File: src/rtl/branch_tag_allocator_pkg.sv
// Shared sizes and mask types for the dispatch-stage branch tag allocator.
package branch_tag_allocator_pkg;

  localparam int B_MASK_WIDTH   = 4;
  localparam int DISPATCH_WIDTH = 3;
  localparam int DISP_CNT_W     = $clog2(DISPATCH_WIDTH + 1);
  localparam int FREE_CNT_W     = $clog2(B_MASK_WIDTH + 1);

  typedef logic [B_MASK_WIDTH-1:0] B_MASK;
  typedef logic [DISP_CNT_W-1:0]   DISP_CNT;
  typedef logic [FREE_CNT_W-1:0]   FREE_CNT;

  function automatic FREE_CNT count_ones(input B_MASK m);
    FREE_CNT n;
    n = '0;
    for (int i = 0; i < B_MASK_WIDTH; i++) begin
      if (m[i]) n = n + FREE_CNT'(1);
    end
    return n;
  endfunction

endpackage

File: src/rtl/branch_tag_allocator_tag_psel.sv
// Lowest-index-first priority selector: one-hot grant of the lowest set request bit.
module tag_psel
  import branch_tag_allocator_pkg::*;
(
  input  B_MASK req,
  output B_MASK gnt
);

  assign gnt = req & (~req + B_MASK'(1));

endmodule

File: src/rtl/branch_tag_allocator.sv
// Hands out one-hot branch tags at dispatch and tracks per-tag older-branch
// dependencies so a mispredict frees every younger tag.
module branch_tag_allocator
  import branch_tag_allocator_pkg::*;
(
  input  logic                                clock,
  input  logic                                reset,
  input  logic    [DISPATCH_WIDTH-1:0]        disp_valid,
  input  logic    [DISPATCH_WIDTH-1:0]        disp_is_branch,
  input  DISP_CNT                             disp_limit,
  input  B_MASK                               b_mm_resolve,
  input  logic                                b_mm_mispred,
  output DISP_CNT                             disp_accept_cnt,
  output B_MASK   [DISPATCH_WIDTH-1:0]        slot_b_mask,
  output B_MASK   [DISPATCH_WIDTH-1:0]        slot_b_tag,
  output B_MASK                               next_b_mask,
  output FREE_CNT                             free_tag_cnt
);

  // Handshake: slots 0..disp_accept_cnt-1 are consumed this cycle; the rest
  // were not taken and must be presented again (acceptance never leaves holes).

  B_MASK                     busy_q;
  B_MASK                     dep_q [B_MASK_WIDTH];
  B_MASK                     dep_d [B_MASK_WIDTH];
  B_MASK                     squash;
  B_MASK                     eff_busy;
  B_MASK                     free_mask;
  logic                      alloc_en;
  logic [DISPATCH_WIDTH-1:0] slot_ok;

  // A mispredict also kills every branch allocated while the bad one was in flight.
  always_comb begin
    squash = '0;
    for (int t = 0; t < B_MASK_WIDTH; t++) begin
      squash[t] = b_mm_mispred && ((dep_q[t] & b_mm_resolve) != '0);
    end
  end

  assign eff_busy  = busy_q & ~b_mm_resolve & ~squash;
  assign free_mask = ~eff_busy;
  assign alloc_en  = reset && !b_mm_mispred;

  // Each slot sees the free tags left over by the slots before it.
  for (genvar k = 0; k < DISPATCH_WIDTH; k++) begin : g_slot
    B_MASK req;
    B_MASK gnt;
    B_MASK avail;
    logic  prev_ok;
    logic  ok;
    logic  take;

    if (k == 0) begin : g_head
      assign req     = free_mask;
      assign prev_ok = alloc_en;
    end else begin : g_link
      assign req     = g_slot[k-1].avail;
      assign prev_ok = g_slot[k-1].ok;
    end

    tag_psel u_psel (
      .req (req),
      .gnt (gnt)
    );

    assign ok    = prev_ok && (DISP_CNT'(k) < disp_limit) && disp_valid[k] &&
                   (!disp_is_branch[k] || (req != '0));
    assign take  = ok && disp_is_branch[k];
    assign avail = take ? (req & ~gnt) : req;

    assign slot_b_tag[k]  = take ? gnt : '0;
    assign slot_b_mask[k] = ok ? ~req : '0;
    assign slot_ok[k]     = ok;
  end

  always_comb begin
    disp_accept_cnt = '0;
    for (int k = 0; k < DISPATCH_WIDTH; k++) begin
      if (slot_ok[k]) disp_accept_cnt = disp_accept_cnt + DISP_CNT'(1);
    end
  end

  assign next_b_mask  = reset ? ~g_slot[DISPATCH_WIDTH-1].avail : '0;
  assign free_tag_cnt = count_ones(~busy_q);

  // Surviving tags drop resolved ancestors; dead tags forget everything.
  always_comb begin
    for (int t = 0; t < B_MASK_WIDTH; t++) begin
      dep_d[t] = eff_busy[t] ? (dep_q[t] & ~b_mm_resolve) : '0;
      for (int k = 0; k < DISPATCH_WIDTH; k++) begin
        if (slot_b_tag[k][t]) dep_d[t] = slot_b_mask[k];
      end
    end
  end

  always_ff @(posedge clock or negedge reset) begin
    if (!reset) begin
      busy_q <= '0;
      for (int t = 0; t < B_MASK_WIDTH; t++) dep_q[t] <= '0;
    end else begin
      busy_q <= next_b_mask;
      for (int t = 0; t < B_MASK_WIDTH; t++) dep_q[t] <= dep_d[t];
    end
  end

endmodule

File: config.mk
export PLATFORM = sky130hd
export DESIGN_NAME = branch_tag_allocator
export DESIGN_NICKNAME = d
export VERILOG_FILES = /design/src/rtl/branch_tag_allocator_pkg.sv /design/src/rtl/branch_tag_allocator_tag_psel.sv /design/src/rtl/branch_tag_allocator.sv
export SDC_FILE = /design/constraint.sdc
export NUM_CORES = 1
export LEC_CHECK = 0
export BUFFER_PORTS_ARGS = -buffer_cell sky130_fd_sc_hd__buf_2
export CAP_MARGIN = 20
export CORE_ASPECT_RATIO = 1.5
export CORE_MARGIN = 5
export CORE_UTILIZATION = 58
export DETAILED_ROUTE_END_ITERATION = 10
export PLACE_DENSITY = 0.85
export SLEW_MARGIN = 20
export SYNTH_ARGS = -nofsm -noshare
export SYNTH_HDL_FRONTEND = slang
export SYNTH_HIERARCHICAL = 1
export SYNTH_SLANG_ARGS = --single-unit
File: constraint.sdc
create_clock -name clock -period 11 [get_ports clock]
set_input_delay 2.2 -clock clock [delete_from_list [all_inputs] [get_ports clock]]
set_output_delay 2.2 -clock clock [all_outputs]
set_load 0.03 [all_outputs]
==> load_flow_metrics.sql <==
INSERT INTO impl_metrics (metric_group, metric, value, unit) VALUES
('outcome', 'outcome', 'finished clean', ''),
('floorplanning', 'design.core.area', '0.00313', 'mm^2'),
('pwr', 'pwr-share-clk', '39.5', '%'),
('timing', 'max_slew.worst_pin.slew', '737', 'ps'),
('layout', 'layoutNonFillerInstCount', '307', ''),
('timing', 'fmax', '0.114', 'GHz'),
('hold_path', 'hold_start', 'dep_q[7]', ''),
('logic_synthesis', 'post_synth_instance_area', '0.00188', 'mm^2'),
('timing', 'final.min_clock_period', '8770', 'ps'),
('placed_design', 'detailed_place_hpwl', '4860', 'um'),
('run', 'drv_cap', '0', ''),
('clock_network', 'tritoncts_num_sinks', '16', ''),
('pwr', 'power.sequential.fraction', '45.7', '%'),
('placed_design', 'routabilityCongestion', '0.984', ''),
('clock_network', 'clk_transition_reported_paths', '60', 'ps'),
('routing', 'wl_per_cell', '19.5', 'um'),
('layout', 'syn2layout_area_growth', '15.2', '%'),
('logic_synthesis', 'number_of_flops_mapped_to_enable_cells_by_yosys', '0', ''),
('global_route', 'grt_max_degree', '22', ''),
('layout', 'post_route_cells_drive_above_1_share', '29.6', '%'),
('setup_path', 'timing.reg2reg.worst_path_depth', '14', ''),
('pwr', 'share_of_power_burned_in_combinational_logic', '14.8', '%'),
('logic_synthesis', 'synth.ff_latch_count', '16', ''),
('timing', 'fin_crit_sh', '79.7', '%'),
('global_route', 'antenna_found_initial', '0', ''),
('floorplanning', 'die_width', '56.4', 'um'),
('global_route', 'grt_first_pass_wirelength', '9690', 'um'),
('setup_path', 'r2r-start', 'dep_q[10]', ''),
('routing', 'drt_first_pass_iters', '6', ''),
('clock_network', 'cts_setup_buffers', '0', ''),
('floorplanning', 'die_area', '0.00450', 'mm^2'),
('timing', 'timing.final.hold_violations', '0', ''),
('global_route', 'global_routing_usage_summed_across_all_routing_layers', '27.4', '%'),
('timing', 'slew_headroom', '50.9', '%'),
('floorplanning', 'placement_rows', '25', ''),
('layout', 'nets', '288', ''),
('setup_path', 'path_class', 'in2out', ''),
('clock_network', 'clk_root_buffer_cell', 'sky130_fd_sc_hd__clkbuf_8', ''),
('pwr', 'power-per-cell-area', '60.0', 'mW/mm^2'),
('logic_synthesis', 'postSynth.asyncResetShare', '100', '%'),
('logic_synthesis', 'synth_seq_area_share', '21.3', '%'),
('pwr', 'cellLeakagePower', '1.10', 'nW'),
('clock_network', 'cts_resized', '0', ''),
('floorplanning', 'floorplan.die.height', '79.7', 'um'),
('setup_path', 'worst_setup_ep_type', 'primary output', ''),
('layout', 'post-route-util', '69.1', '%'),
('global_route', 'first_global_vias', '1969', ''),
('placed_design', 'port_buffers', '47', ''),
('logic_synthesis', 'synth.avg_cell_area', '8.34', 'um^2'),
('clock_network', 'hold_bufs_at_cts', '0', ''),
('hold_path', 'hold_path_end', 'dep_q[7]', ''),
('timing', 'setup_tns', '0', 'ps'),
('setup_path', 'largest_fanout_of_any_net_on_the_critical_path', '11', ''),
('timing', 'setup_repair_after_global_routing_missed_its_margin', 'no', ''),
('timing', 'slew_viol_final', '0', ''),
('floorplanning', 'top_level_ports', '48', ''),
('clock_network', 'cts_tree', 'built', ''),
('pwr', 'switching_share', '25.5', '%'),
('floorplanning', 'initial_utilization', '60.0', '%'),
('clock_network', 'cts-htree-levels', '1', ''),
('setup_path', 'worst-endpoint-required', '8800', 'ps'),
('logic_synthesis', 'synth.lib_cells_used.distinct', '60', ''),
('logic_synthesis', 'post_synth_inst_count', '225', ''),
('timing', 'final_number_of_setup_violating_endpoints', '0', ''),
('timing', 'fin_skew', '1.09', 'ps'),
('hold_path', 'worst_hold_path.num_cells', '3', ''),
('clock_network', 'cts-buffers-inserted', '3', ''),
('logic_synthesis', 'cell_type_with_the_largest_total_area_after_synthesis', 'sky130_fd_sc_hd__dfrtp_1', ''),
('pwr', 'p_switching', '0.0331', 'mW'),
('routing', 'vias_per_cell', '6.43', ''),
('clock_network', 'clkLatencyLatePin', '250', 'ps');
[synthesized netlist by cell type (all sizes together) (2+ instances only)]
cell    number
inv         26
nor2        20
dfrtp       16
nand2       16
mux2i       15
nand3       12
o21ai       10
nor2b        9
nor3         9
buf          7
o22ai        7
a21oi        5
ha           5
nor4b        5
o32ai        5
a22oi        4
nand2b       4
nor3b        4
a21boi       3
clkbuf       3
o21a         3
o221ai       3
o31ai        3
or3          3
xnor2        3
a222oi       2
a31oi        2
and2b        2
and3         2
mux2         2
nand3b       2
nor4         2
o211a        2
[stage by stage]
| step | total power [mW] | hold WS [ps] | setup slack [ps] | instance area, um^2 |
|---|---|---|---|---|
| 3_3_place_gp | 0.0790 | 762 | 2450 | 2110 |
| 2_1_floorplan | 0.0715 | 688 | 3060 | 1880 |
| 5_1_grt | 0.134 | 840 | 1900 | 2160 |
| 6_report | 0.130 | 818 | 2230 | 2160 |
| 3_5_place_dp | 0.0794 | 788 | 2290 | 2110 |
| 4_1_cts | 0.130 | 803 | 2290 | 2160 |
[layer usage]
metal | GRT usage [%] | up-vias | wire, um
li1 | - | 910 | -
met2 | 50.2 | 114 | 3140
met3 | 6.47 | 24 | 456
met1 | 30.1 | 926 | 2170
met5 | 0 | - | 0
met4 | 9.98 | 0 | 201
[state kept, by name, summed over array words and instances (netlist names)]
signal	count
dep_q	12
busy_q	4
[worst max-delay path, cell delays in order]
cell and delay, ps:
sky130_fd_sc_hd__buf_2 120, sky130_fd_sc_hd__inv_1 170, sky130_fd_sc_hd__o2111a_2 390, sky130_fd_sc_hd__inv_2 170, sky130_fd_sc_hd__nor3b_1 210, sky130_fd_sc_hd__nand2_1 90, sky130_fd_sc_hd__nor3_2 300, sky130_fd_sc_hd__o31ai_4 210
sky130_fd_sc_hd__nand2_1 180, sky130_fd_sc_hd__inv_1 100, sky130_fd_sc_hd__nor3b_1 170, sky130_fd_sc_hd__a311oi_2 670, sky130_fd_sc_hd__nor4_2 180, sky130_fd_sc_hd__nor4b_4 630, sky130_fd_sc_hd__and3_1 410, sky130_fd_sc_hd__o21a_1 170
sky130_fd_sc_hd__buf_2 200
[placed cells by master, fill, tap and decap left out, types with 3 or more instances in the layout]
cell and count:
sky130_fd_sc_hd__nand2b_1 4, sky130_fd_sc_hd__buf_2 47, sky130_fd_sc_hd__nor4b_2 3, sky130_fd_sc_hd__dfrtp_1 16
sky130_fd_sc_hd__mux2i_1 15, sky130_fd_sc_hd__or3_1 3, sky130_fd_sc_hd__nand2_1 16, sky130_fd_sc_hd__nor3_1 6
sky130_fd_sc_hd__xnor2_1 3, sky130_fd_sc_hd__o21a_1 3, sky130_fd_sc_hd__o22ai_1 7, sky130_fd_sc_hd__a21oi_1 5
sky130_fd_sc_hd__inv_1 24, sky130_fd_sc_hd__nor2b_1 9, sky130_fd_sc_hd__nor2_1 20, sky130_fd_sc_hd__nand3_1 9
sky130_fd_sc_hd__nor3b_1 4, sky130_fd_sc_hd__o21ai_0 8, sky130_fd_sc_hd__ha_1 5, sky130_fd_sc_hd__clkbuf_8 4
sky130_fd_sc_hd__o32ai_1 5
[power by group through the flow]
stage | registers, mW | clock network (mW) | logic, mW
4_1_cts | 0.0593 | 0.0515 | 0.0190
3_5_place_dp | 0.0604 | 0 | 0.0190
2_1_floorplan | 0.0603 | 0 | 0.0112
5_1_grt | 0.0593 | 0.0543 | 0.0209
3_3_place_gp | 0.0604 | 0 | 0.0186
6_report | 0.0593 | 0.0512 | 0.0192
[cells by family after synthesis]
kind of cell / after synthesis / share of synthesized area, %
AO/OA/AOI/OAI: 54 / 24.5
adder cells (fa/ha/maj): 5 / 3.33
buffers and inverters: 36 / 8.53
multiplexers: 17 / 9.20
XOR/XNOR: 4 / 1.87
AND/OR/NAND/NOR: 93 / 31.3
flip-flops: 16 / 21.3
[how the worst max path moves through the flow]
stage                     end  slack, ps  cells after the start
3_5_place_dp   next_b_mask[1]       2290                     17
5_1_grt        next_b_mask[1]       1900                     17
2_1_floorplan  next_b_mask[1]       3060                     14
3_3_place_gp   next_b_mask[1]       2450                     16
6_report       next_b_mask[3]       2230                     17
4_1_cts        next_b_mask[1]       2290                     17
[cell type report]
| cell class | instances | area, um^2 |
|---|---|---|
| clock buffers | 4 | 55.1 |
| flip-flops and latches | 16 | 400 |
| fillers | 285 | 966 |
| well taps | 40 | 50.0 |
| repair buffers | 48 | 243 |
| multi-input cells | 173 | 1320 |
| inverters | 26 | 97.6 |
Note: power is estimated with default switching activity, not from simulation.
